<file path="config.mk">
export PLATFORM = sky130hd
export DESIGN_NAME = minirv_mem_arbiter
export DESIGN_NICKNAME = d
export VERILOG_FILES = /design/src/rtl/minirv_pkg.sv /design/src/rtl/minirv_mem_arbiter.sv
export SDC_FILE = /design/constraint.sdc
export NUM_CORES = 1
export LEC_CHECK = 0
export BUFFER_PORTS_ARGS = -buffer_cell sky130_fd_sc_hd__buf_2
export CAP_MARGIN = 20
export CORE_AREA = 2 2 104 106
export CTS_CLUSTER_DIAMETER = 60
export CTS_CLUSTER_SIZE = 8
export DETAILED_ROUTE_END_ITERATION = 16
export DIE_AREA = 0 0 106 108
export PLACE_DENSITY = 0.72
export SYNTH_ARGS = -nofsm -noshare
export SYNTH_HDL_FRONTEND = slang
export SYNTH_SLANG_ARGS = --single-unit
</file>
<file path="constraint.sdc">
create_clock -name clk_i -period 1.9 [get_ports clk_i]
set_input_delay 0.38 -clock clk_i [delete_from_list [all_inputs] [get_ports clk_i]]
set_output_delay 0.38 -clock clk_i [all_outputs]
set_load 0.02 [all_outputs]
</file>
<file path="src/rtl/minirv_pkg.sv">
// Shared state and owner encodings for the minirv memory arbiter.
package minirv_pkg;

  typedef enum logic [2:0] {
    IDLE     = 3'd0,
    ISSUE_IF = 3'd1,
    ISSUE_D  = 3'd2,
    WAIT_IF  = 3'd3,
    WAIT_D   = 3'd4
  } arb_state_e;

  typedef enum logic {
    OWN_IF = 1'b0,
    OWN_D  = 1'b1
  } owner_e;

endpackage

</file>
<file path="src/rtl/minirv_mem_arbiter.sv">
// Single-port memory arbiter between the fetch path and the load/store path of the minirv core.
// Define MINIRV_ARB_RR_EN for round-robin on conflict; otherwise data requests win over fetches.
//
// state    | meaning
// IDLE     | no access in flight, grants may be issued
// ISSUE_IF | memory strobe for a fetch
// ISSUE_D  | memory strobe for a load/store
// WAIT_IF  | waiting for the fetch response
// WAIT_D   | waiting for the load/store response
module minirv_mem_arbiter
  import minirv_pkg::*;
#(
  parameter int AW      = 32,
  parameter int DW      = 32,
  parameter int TIMEOUT = 16
) (
  input  logic          clk_i,
  input  logic          rst_ni,
  input  logic          if_req_i,
  input  logic [AW-1:0] if_addr_i,
  output logic          if_gnt_o,
  output logic          if_rvalid_o,
  output logic [DW-1:0] if_rdata_o,
  input  logic          d_req_i,
  input  logic          d_we_i,
  input  logic          d_byte_i,
  input  logic [AW-1:0] d_addr_i,
  input  logic [DW-1:0] d_wdata_i,
  output logic          d_gnt_o,
  output logic          d_rvalid_o,
  output logic [DW-1:0] d_rdata_o,
  output logic          mem_req_o,
  output logic          mem_we_o,
  output logic          mem_byte_o,
  output logic [AW-1:0] mem_addr_o,
  output logic [DW-1:0] mem_wdata_o,
  input  logic          mem_rvalid_i,
  input  logic [DW-1:0] mem_rdata_i,
  output logic          timeout_err_o
);

  localparam int CW = $clog2(TIMEOUT + 1);

  arb_state_e    state_q, state_d;
  logic [CW-1:0] cnt_q, cnt_d;
  logic          mem_we_q, mem_byte_q;
  logic [AW-1:0] mem_addr_q;
  logic [DW-1:0] mem_wdata_q;

  logic idle, prio_d, d_win, grant, in_wait, to_hit, own_if, own_d;

`ifdef MINIRV_ARB_RR_EN
  owner_e last_owner_q;

  assign prio_d = (last_owner_q == OWN_IF);

  always_ff @(posedge clk_i or negedge rst_ni) begin
    if (!rst_ni)      last_owner_q <= OWN_IF;
    else if (d_gnt_o) last_owner_q <= OWN_D;
    else if (if_gnt_o) last_owner_q <= OWN_IF;
  end
`else
  assign prio_d = 1'b1;
`endif

  // Grants are gated by reset so every output is low while reset is held.
  assign idle     = (state_q == IDLE) && rst_ni;
  assign d_win    = d_req_i && (!if_req_i || prio_d);
  assign d_gnt_o  = idle && d_win;
  assign if_gnt_o = idle && if_req_i && !d_win;
  assign grant    = d_gnt_o || if_gnt_o;

  assign in_wait = (state_q == WAIT_IF) || (state_q == WAIT_D);
  assign to_hit  = in_wait && (cnt_q == CW'(TIMEOUT)) && !mem_rvalid_i;
  assign own_if  = (state_q == ISSUE_IF) || (state_q == WAIT_IF);
  assign own_d   = (state_q == ISSUE_D) || (state_q == WAIT_D);

  assign if_rvalid_o   = own_if && (mem_rvalid_i || to_hit);
  assign d_rvalid_o    = own_d && (mem_rvalid_i || to_hit);
  assign if_rdata_o    = (own_if && !to_hit) ? mem_rdata_i : '0;
  assign d_rdata_o     = (own_d && !to_hit) ? mem_rdata_i : '0;
  assign mem_req_o     = (state_q == ISSUE_IF) || (state_q == ISSUE_D);
  assign timeout_err_o = to_hit;
  assign mem_we_o      = mem_we_q;
  assign mem_byte_o    = mem_byte_q;
  assign mem_addr_o    = mem_addr_q;
  assign mem_wdata_o   = mem_wdata_q;

  always_comb begin
    state_d = state_q;
    cnt_d   = cnt_q;
    case (state_q)
      IDLE: begin
        if (d_gnt_o)       state_d = ISSUE_D;
        else if (if_gnt_o) state_d = ISSUE_IF;
        if (grant) cnt_d = '0;
      end
      ISSUE_IF: state_d = mem_rvalid_i ? IDLE : WAIT_IF;
      ISSUE_D:  state_d = mem_rvalid_i ? IDLE : WAIT_D;
      WAIT_IF, WAIT_D: begin
        if (mem_rvalid_i || to_hit) state_d = IDLE;
        else                        cnt_d   = cnt_q + CW'(1);
      end
      default: state_d = IDLE;
    endcase
  end

  always_ff @(posedge clk_i or negedge rst_ni) begin
    if (!rst_ni) begin
      state_q     <= IDLE;
      cnt_q       <= '0;
      mem_we_q    <= 1'b0;
      mem_byte_q  <= 1'b0;
      mem_addr_q  <= '0;
      mem_wdata_q <= '0;
    end else begin
      state_q <= state_d;
      cnt_q   <= cnt_d;
      if (grant) begin
        mem_we_q    <= d_win && d_we_i;
        mem_byte_q  <= d_win && d_byte_i;
        mem_addr_q  <= d_win ? d_addr_i : if_addr_i;
        mem_wdata_q <= d_win ? d_wdata_i : '0;
      end
    end
  end

endmodule

</file>
==> impl_metrics.csv, run 1 <==
group,metric,value,unit
die,die_x,106,um
timing,drv_slew,0,
logic_synthesis,synth-seq-cells,74,
global_route,grt_overflow,0,
clock_network,clockBufferDepth,2,
worst_setup_path,rr_worst_depth,9,
routing,detail_route.vias_per_cell,4.89,
logic_synthesis,synthTopCellsByArea,"dfrtp_1, and2_1, mux2i_1, a22o_1, o21ai_0",
logic_synthesis,synth-seq-area-share,0.506,
flow_run,maxCapViolCount,0,
layout,syn_to_final_growth,72.7,%
global_route,antenna_found_initial,2,
timing,post-route-min-period,2.30,ns
timing,fmax,434,MHz
clock_network,cts_buffers,9,
timing,final-hold-violation-count,0,
layout,layout.nets,782,
timing,finalCritPeriodShare,1.21,
routing,drc,0,
logic_synthesis,avgSynthCellArea,10.5,um2
logic_synthesis,syn_area,0.00366,mm2
worst_setup_path,crit_type,"reg2out",
worst_hold_path,min_from,"d_wdata_i[25]",
routing,first_pass_iters,4,
worst_setup_path,critPathLaunch,"cnt_q[1]",
worst_setup_path,cp_slowest_cell,"dfrtp_1",
die,io_pins,271,
clock_network,cts_max_level,3,
worst_setup_path,r2r_end,"cnt_q[4]",
worst_setup_path,reg2reg_slack,0.03,ns
layout,drive_gt1_frac,0.622,
die,start_util,0.358,
routing,drt-initial-drc-count,204,
timing,rsz0062_at_grt,"true",
worst_setup_path,cp.required,1.52,ns
timing,slew_headroom,0.375,
status,status,"finished, violations left",
placed_design,hpwl,8850,um
timing,setup_ws,-0.403,ns
logic_synthesis,synth_edf_count,0,
worst_setup_path,cp.arrival,1.92,ns
worst_setup_path,crit_path_max_incr_delay,0.37,ns
logic_synthesis,synthFlopType,"dfrtp_1",
logic_synthesis,yosysTopAreaCellShare,0.506,
logic_synthesis,synth_fp_nets,484,
routing,dr_total_vias,3850,
worst_setup_path,crit_path_max_fanout,8,
die,core_area,0.0102,mm2
global_route,grt_pass1_vias,3709,
clock_network,root_buffer,"clkbuf_8",
timing,tightest_slew,0.937,ns
logic_synthesis,yosysMostFrequentCell,"dfrtp_1",
worst_setup_path,worstSetupStartpointType,"flip-flop",
die,rows,37,
routing,wl_per_cell,17.5,um
clock_network,path_clk_slew,0.09,ns
logic_synthesis,synth.distinct_cells,37,
logic_synthesis,synth.largest_area_cell,"dfrtp_1",
global_route,grt_max_degree,75,
die,die_h,108,um
layout,final_core_util,0.618,
pwr,powerDensity,1080,mW/mm2
routing,drt_wl_total,13800,um
clock_network,numClockSinks,74,
timing,setup-violations-final,69,
worst_hold_path,hold_path_end,"mem_wdata_o[25]",
timing,fin_skew,0.0159,ns
worst_hold_path,hold_class,"in2reg",
logic_synthesis,async_flop_share,1.00,
die,die_area,0.0114,mm2
clock_network,cts_tree,"built",
placed_design,gp_congestion,0.872,
worst_setup_path,path_cells,"inv_2, ha_4, nand4bb_4, o21ai_4, buf_6, a21oi_4, and2_1, buf_2",
placed_design,portBuffers,270,
logic_synthesis,yosys-top-cells-count,"dfrtp_1, and2_1, o21ai_0, a22o_1, nand2_1",
global_route,grt_usage,0.208,
timing,tns,-22.18,ns
logic_synthesis,yosys_warnings,0,
worst_setup_path,worst_setup_path_end_kind,"output pin",
routing,antenna_left,0,
clock_network,clock_latency,0.34,ns
timing,holdWs,0.252,ns
worst_hold_path,min_path_cells,2,
pwr,ir_drop,599,uV
logic_synthesis,synthCells,347,
status,failed_checks,"negative setup slack",
pwr,p_leak,3.39,nW
worst_setup_path,r2r_start,"cnt_q[1]",
global_route,grt_pass1_wl,18500,um
-- layout by cell type (no fill, tap or decap), types with 14 or more instances in the layout --
cell type,netlist,routed
a22o_1,34,34
and2_1,65,14
and2_4,0,51
buf_2,9,208
buf_4,3,31
buf_6,1,67
dfrtp_1,74,72
mux2i_1,32,32
nand2_1,33,33
o21ai_0,35,34
-- worst max-delay path, delay by kind of cell (launching register included) --
family | cells | cell delay (ns)
AO/OA/AOI/OAI | 2 | 0.33
adder cells (fa/ha/maj) | 1 | 0.16
buffers and inverters | 3 | 0.39
flip-flops | 1 | 0.37
AND/OR/NAND/NOR | 2 | 0.32
-- cell type report --
type                            instances  area (um2)
Antenna cell                            1        2.50
Clock buffer                           10         128
Clock inverter                          6        65.1
Fill cell                             831        3910
Inverter                                4        18.8
Multi-Input combinational cell        245        1940
Sequential cell                        74        1850
Tap cell                              136         170
Timing Repair Buffer                  311        2140
-- stage by stage --
stage | instance area [um2] | total power [mW] | worst slack, ns | std cells
after global placement | 5240 | 4.97 | -0.249 | 745
after detailed placement | 5240 | 5.04 | -0.386 | 745
after global routing | 6320 | 7.22 | -0.485 | 787
after floorplan | 3700 | 3.97 | -0.0163 | 347
final | 6320 | 6.84 | -0.403 | 787
after CTS | 5820 | 6.46 | -0.400 | 770
-- routing by layer --
layer / vias to the layer above / track usage / part of all wire
met5: - / 0 / 0.00087
met2: 196 / 0.390 / 0.53
met3: 36 / 0.0404 / 0.071
li1: 1802 / - / -
met1: 1814 / 0.227 / 0.36
met4: 2 / 0.0940 / 0.039
-- cells by family (layout without fill, tap and decap cells) --
kind of cell / Yosys count / count (layout) / synth area share
buf+inv: 31 / 331 / 0.0410
simple gates: 121 / 121 / 0.189
compound gates: 85 / 88 / 0.161
other cells: 0 / 1 / 0
xor+xnor: 1 / 1 / 0.00239
fa+ha+maj: 2 / 2 / 0.00684
mux: 33 / 33 / 0.0937
flops: 74 / 74 / 0.506
-- registers in the layout, summed over array words and instances (netlist names) --
name	cells
mem_wdata_o	32
mem_we_o	1
cnt_q	5
state_q	3
mem_byte_o	1
mem_addr_o	32
-- power by group --
part / internal (mW) / total [mW] / switching (mW) / leakage (nW)
sequential: 2.06 / 2.35 / 0.283 / 0.938
clock: 0.610 / 1.22 / 0.605 / 0.0966
combinational: 1.43 / 3.28 / 1.85 / 2.36
-- worst max-delay path by stage --
stage / to / slack, ns / cells after the start
after floorplan: if_rdata_o[10] / -0.02 / 7
after global placement: d_rdata_o[18] / -0.25 / 7
after detailed placement: d_rdata_o[19] / -0.39 / 7
after CTS: if_rdata_o[23] / -0.40 / 9
after global routing: d_rdata_o[16] / -0.49 / 8
final: d_rdata_o[16] / -0.40 / 8
-- timing repair --
item                                    in CTS  in global routing
gates cloned                                 4                  5
gates resized for setup                    113                101
endpoints found under the setup margin      69                 71
endpoints found under the hold margin        0                  0
setup buffers                                5                 12
pin swaps                                   18                 51
hold buffers                                 0                  0
No activity file was read; power rests on OpenSTA's default activity.
==> run 2: changes to the inputs <==
SETUP_SLACK_MARGIN = 0.2   (was not set)
==> run 2 against run 1 <==
  * The flow still finishes with violations (negative setup slack)
  * Die area stayed put
  * Register-to-register slack lost 0.32 ns
  * Clock skew decreased by 0.0030 ns
  * Non-clock buffer count is 31 higher
  * Setup slack better by 0.033 ns
==> impl_metrics.csv, run 2 (synthesis gave the netlist of run 1 again) <==
group,metric,value,unit
worst_setup_path,crit_path_max_incr_delay,0.36,ns
clock_network,cts_buffers,9,
clock_network,numClockSinks,74,
timing,setup-violations-final,141,
routing,antenna_left,0,
pwr,totalPowerFinal,7.94,mW
placed_design,portBuffers,270,
worst_setup_path,cp.arrival,1.89,ns
worst_setup_path,worst_setup_path_end_kind,"output pin",
die,rows,37,
timing,rsz0062_at_grt,"true",
clock_network,clockBufferDepth,2,
pwr,ir_drop,811,uV
worst_setup_path,path_cells,"inv_2, ha_4, nand4bb_4, o21ai_4, buf_12, a21oi_4, and2_4, buf_6",
status,status,"finished, violations left",
status,failed_checks,"negative setup slack",
die,die_h,108,um
clock_network,postCtsHoldBufs,0,
timing,tightest_slew,0.930,ns
layout,final_cell_mix,"buf_2, dfrtp_1, buf_6, buf_4",
global_route,grt_pass1_wl,22500,um
clock_network,cts_max_level,3,
pwr,power_frac_clock,0.171,
placed_design,hpwl,8940,um
worst_setup_path,crit_path_max_fanout,8,
routing,first_pass_iters,5,
clock_network,root_buffer,"clkbuf_8",
die,die_x,106,um
layout,drive_gt1_frac,0.746,
routing,drt_wl_total,15200,um
worst_setup_path,reg2reg_slack,-0.29,ns
timing,fmax,440,MHz
worst_setup_path,worstSetupStartpointType,"flip-flop",
timing,tns,-34.95,ns
pwr,p_leak,3.83,nW
layout,syn_to_final_growth,97.2,%
routing,dr_total_vias,4105,
worst_hold_path,hold_class,"in2reg",
pwr,combPwrFrac,0.518,
global_route,grt_usage,0.256,
pwr,p_sw_frac,0.399,
timing,finalCritPeriodShare,1.20,
placed_design,place_worst_setup_slack,-0.417,ns
routing,drc,0,
worst_setup_path,crit_type,"reg2out",
pwr,seqPwrFrac,0.311,
die,die_area,0.0114,mm2
layout,layout.nets,815,
layout,fin_area,0.00722,mm2
pwr,p_sw,3.17,mW
timing,drv_slew,0,
flow_run,maxCapViolCount,0,
layout,fill_cells,721,
global_route,antenna_found_initial,2,
routing,wl_per_cell,18.5,um
worst_setup_path,cp.required,1.52,ns
global_route,grt_overflow,0,
placed_design,gp_congestion,0.801,
pwr,p_int,4.77,mW
timing,slew_headroom,0.380,
placed_design,placed_cell_area,0.00536,mm2
routing,drt-initial-drc-count,181,
die,start_util,0.358,
global_route,grt_max_degree,75,
die,io_pins,271,
timing,fin_skew,0.0129,ns
global_route,grt_pass1_vias,4285,
timing,setup_ws,-0.371,ns
worst_setup_path,cp_slowest_cell,"dfrtp_1",
routing,detail_route.vias_per_cell,5.01,
clock_network,cts_tree,"built",
timing,post-route-min-period,2.27,ns
die,core_area,0.0102,mm2
layout,layout_commonest_cell,"buf_2",
timing,final-hold-violation-count,0,
pwr,powerDensity,1100,mW/mm2
clock_network,path_clk_slew,0.09,ns
clock_network,clock_latency,0.36,ns
run 2: changes by cell type in the layout (fill, tap and decap cells not counted), moves of 7 or more:
| cell | before | now |
|---|---|---|
| o21ai_2 | 0 | 29 |
| and2_4 | 51 | 34 |
| buf_16 | 0 | 13 |
| buf_12 | 2 | 9 |
| nand2_1 | 33 | 4 |
| o21ai_0 | 34 | 0 |
| and2_1 | 14 | 2 |
| buf_6 | 67 | 59 |
| buf_2 | 208 | 224 |
| and2_2 | 0 | 29 |
| nand2_4 | 0 | 26 |
run 2: cell type report:
class,instances,area (um2),share of cell area
diodes,2,5.00,0.000694
flip-flops and latches,74,1850,0.257
clock buffers,9,124,0.0172
inverters,4,15.0,0.00208
multi-input cells,247,2330,0.323
repair buffers,342,2630,0.364
clock inverters,6,92.6,0.0128
well taps,136,170,0.0236
run 2: what timing repair did:
item,in CTS,in global routing
endpoints found under the hold margin,0,0
setup buffers,24,8
endpoints found under the setup margin,141,143
gates resized for setup,230,75
pin swaps,70,38
gates cloned,19,0
run 2: path summary, 6_finish.rpt:
check	startpoint	to	cells past startpoint
min in group asynchronous	rst_ni	mem_wdata_o[23]	2
worst min register to register	mem_addr_o[25]	mem_addr_o[25]	2
worst max register to register	state_q[1]	mem_wdata_o[5]	12
worst min-delay path	d_wdata_i[12]	mem_wdata_o[12]	2
max in group asynchronous	rst_ni	state_q[0]	2
worst max-delay path	cnt_q[1]	d_rdata_o[23]	8
run 2: through the flow:
step	std cells	utilization	hold WS (ns)
after detailed placement	752	0.524	0.466
after global placement	752	0.524	0.457
after global routing	820	0.705	0.216
after CTS	810	0.667	0.219
after floorplan	347	-	0.0844
final	820	0.705	0.240
run 2: layer usage:
layer | part of all wire | up-vias | GRT usage
met2 | 0.55 | 199 | 0.481
met5 | 0 | - | 0
met3 | 0.059 | 32 | 0.0488
met4 | 0.033 | 0 | 0.127
met1 | 0.36 | 1993 | 0.276
li1 | - | 1881 | -
run 2: power groups by stage:
stage / combinational (mW) / clock [mW] / sequential, mW
2_1_floorplan: 1.08 / 0 / 2.94
4_1_cts: 3.80 / 1.39 / 2.37
3_3_place_gp: 2.68 / 0 / 2.34
6_report: 4.11 / 1.36 / 2.47
3_5_place_dp: 2.75 / 0 / 2.35
5_1_grt: 4.33 / 1.47 / 2.53
run 2: worst max-delay path: cells and delay by family, from the launching register on:
family / cells / cell delay [ns]
flip-flops: 1 / 0.36
adder cells (fa/ha/maj): 1 / 0.16
buffers and inverters: 3 / 0.30
AO/OA/AOI/OAI: 2 / 0.37
AND/OR/NAND/NOR: 2 / 0.35
==> run 3: changes to the inputs <==
PLACE_DENSITY = not set   (was 0.72)
PLACE_DENSITY_LB_ADDON = 0.15   (was not set)
==> run 3 against run 2 <==
  * Worst hold slack got worse by 0.0070 ns
  * Combinational power fell by 15%
  * The flow still finishes with violations (negative setup slack)
  * Design area fell by 8.4%
==> impl_metrics.csv, run 3 (synthesis gave the netlist of run 1 again) <==
group,metric,value,unit
timing,setup-violations-final,72,
timing,fmax,428,MHz
worst_setup_path,r2r_start,"state_q[1]",
pwr,power_frac_clock,0.182,
timing,post-route-min-period,2.33,ns
global_route,antenna_found_initial,0,
worst_hold_path,min_path_cells,2,
global_route,grt_pass1_wl,19100,um
layout,diodes,0,
routing,antenna_left,0,
layout,multiInputGateArea,0.00200,mm2
layout,layout.nets,792,
pwr,p_sw,2.83,mW
timing,holdWs,0.233,ns
global_route,grt_pass1_vias,3868,
timing,tightest_slew,0.950,ns
pwr,p_leak,3.53,nW
worst_setup_path,cp.required,1.52,ns
clock_network,cts_max_level,3,
clock_network,root_buffer,"clkbuf_8",
clock_network,cts_buffers,9,
placed_design,placed_cell_area,0.00538,mm2
layout,layout_commonest_cell,"buf_2",
routing,wl_per_cell,16.1,um
global_route,grt_max_degree,75,
status,status,"finished, violations left",
routing,drc,0,
worst_setup_path,crit_path_max_fanout,8,
worst_setup_path,cp.arrival,1.95,ns
worst_setup_path,crit_type,"reg2out",
layout,drive_gt1_frac,0.656,
pwr,totalPowerFinal,7.11,mW
routing,drt-initial-drc-count,233,
worst_setup_path,worst_setup_path_end_kind,"output pin",
layout,fill_cells,837,
clock_network,path_clk_slew,0.10,ns
worst_hold_path,min_from,"d_wdata_i[30]",
worst_setup_path,rr_worst_depth,9,
clock_network,clockBufferDepth,2,
routing,detail_route.vias_per_cell,4.82,
die,die_area,0.0114,mm2
layout,layout.area.seq,0.00185,mm2
placed_design,gp_congestion,0.722,
timing,setup_ws,-0.435,ns
die,rows,37,
pwr,combPwrFrac,0.489,
worst_setup_path,r2r_end,"mem_wdata_o[21]",
pwr,p_sw_frac,0.398,
global_route,grt_usage,0.213,
pwr,p_int,4.28,mW
worst_setup_path,critPathLaunch,"cnt_q[1]",
die,die_x,106,um
routing,first_pass_iters,4,
flow_run,maxCapViolCount,0,
die,die_h,108,um
pwr,powerDensity,1080,mW/mm2
placed_design,hpwl,8430,um
die,io_pins,271,
die,core_area,0.0102,mm2
routing,dr_total_vias,3839,
worst_hold_path,hold_class,"in2reg",
worst_setup_path,worstSetupStartpointType,"flip-flop",
timing,fin_skew,0.0241,ns
timing,finalCritPeriodShare,1.23,
timing,final-hold-violation-count,0,
pwr,ir_drop,567,uV
timing,rsz0062_at_grt,"true",
global_route,grt_overflow,0,
pwr,seqPwrFrac,0.329,
layout,final_cell_mix,"buf_2, dfrtp_1, buf_6, and2_4, buf_4",
clock_network,numClockSinks,74,
placed_design,portBuffers,270,
timing,tns,-25.12,ns
worst_setup_path,reg2reg_slack,-0.01,ns
layout,syn_to_final_growth,80.7,%
layout,fin_area,0.00661,mm2
worst_hold_path,hold_path_end,"mem_wdata_o[30]",
timing,slew_headroom,0.367,
clock_network,clock_latency,0.36,ns
timing,drv_slew,0,
clock_network,cts_tree,"built",
die,start_util,0.358,
status,failed_checks,"negative setup slack",
routing,drt_wl_total,12800,um
layout,final_core_util,0.646,
==> run 3: stage by stage <==
stage	cells	setup slack [ns]
5_1_grt	796	-0.521
3_3_place_gp	751	-0.405
3_5_place_dp	751	-0.491
4_1_cts	788	-0.400
6_report	796	-0.435
2_1_floorplan	347	0.145
==> run 3: how the worst max path moves through the flow <==
stage                                 to  slack (ns)  depth (start not counted)
after global routing       d_rdata_o[24]       -0.52                          8
after global placement    if_rdata_o[21]       -0.41                          7
after floorplan           if_rdata_o[12]        0.14                          7
final                      d_rdata_o[25]       -0.43                          8
after detailed placement  if_rdata_o[15]       -0.49                          7
after CTS                 if_rdata_o[19]       -0.40                          9
==> run 3: cell type report <==
cell class                 instances  area share
multi-input combinational        246       0.303
inverter                           4     0.00227
sequential                        74       0.280
tap                              136      0.0257
timing repair buffer             320       0.357
clock inverter                     7      0.0125
clock buffer                       9      0.0187
==> run 3: power groups by stage <==
stage | combinational (mW) | sequential [mW] | clock [mW]
CTS | 3.28 | 2.34 | 1.33
floorplan | 1.08 | 2.94 | 0
finish | 3.48 | 2.34 | 1.29
global route | 3.71 | 2.40 | 1.39
detailed placement | 2.78 | 2.34 | 0
global placement | 2.73 | 2.33 | 0
==> run 3: timing repair <==
item | 4_1_cts | 5_1_grt
pin swaps | 55 | 12
resized for setup | 157 | 72
cloned | 8 | 1
buffers inserted | 13 | 7
hold endpoints to repair | 0 | 0
hold buffers | 0 | 0
endpoints found under the setup margin | 89 | 141
==> run 3: per-layer routing <==
| layer | share of wire | track usage | wire (um) |
|---|---|---|---|
| met5 | 0 | 0 | 0 |
| met4 | 0.016 | 0.0686 | 204 |
| met3 | 0.065 | 0.0464 | 837 |
| met2 | 0.54 | 0.406 | 6950 |
| met1 | 0.38 | 0.237 | 4840 |
==> run 3: critical path, stage by stage (launching register included) <==
cell and delay [ns]:
dfrtp_1 0.40, inv_2 0.07, ha_4 0.14, nand4bb_4 0.15, o21ai_4 0.23, buf_12 0.14
a21oi_4 0.08, and2_2 0.21, buf_2 0.16
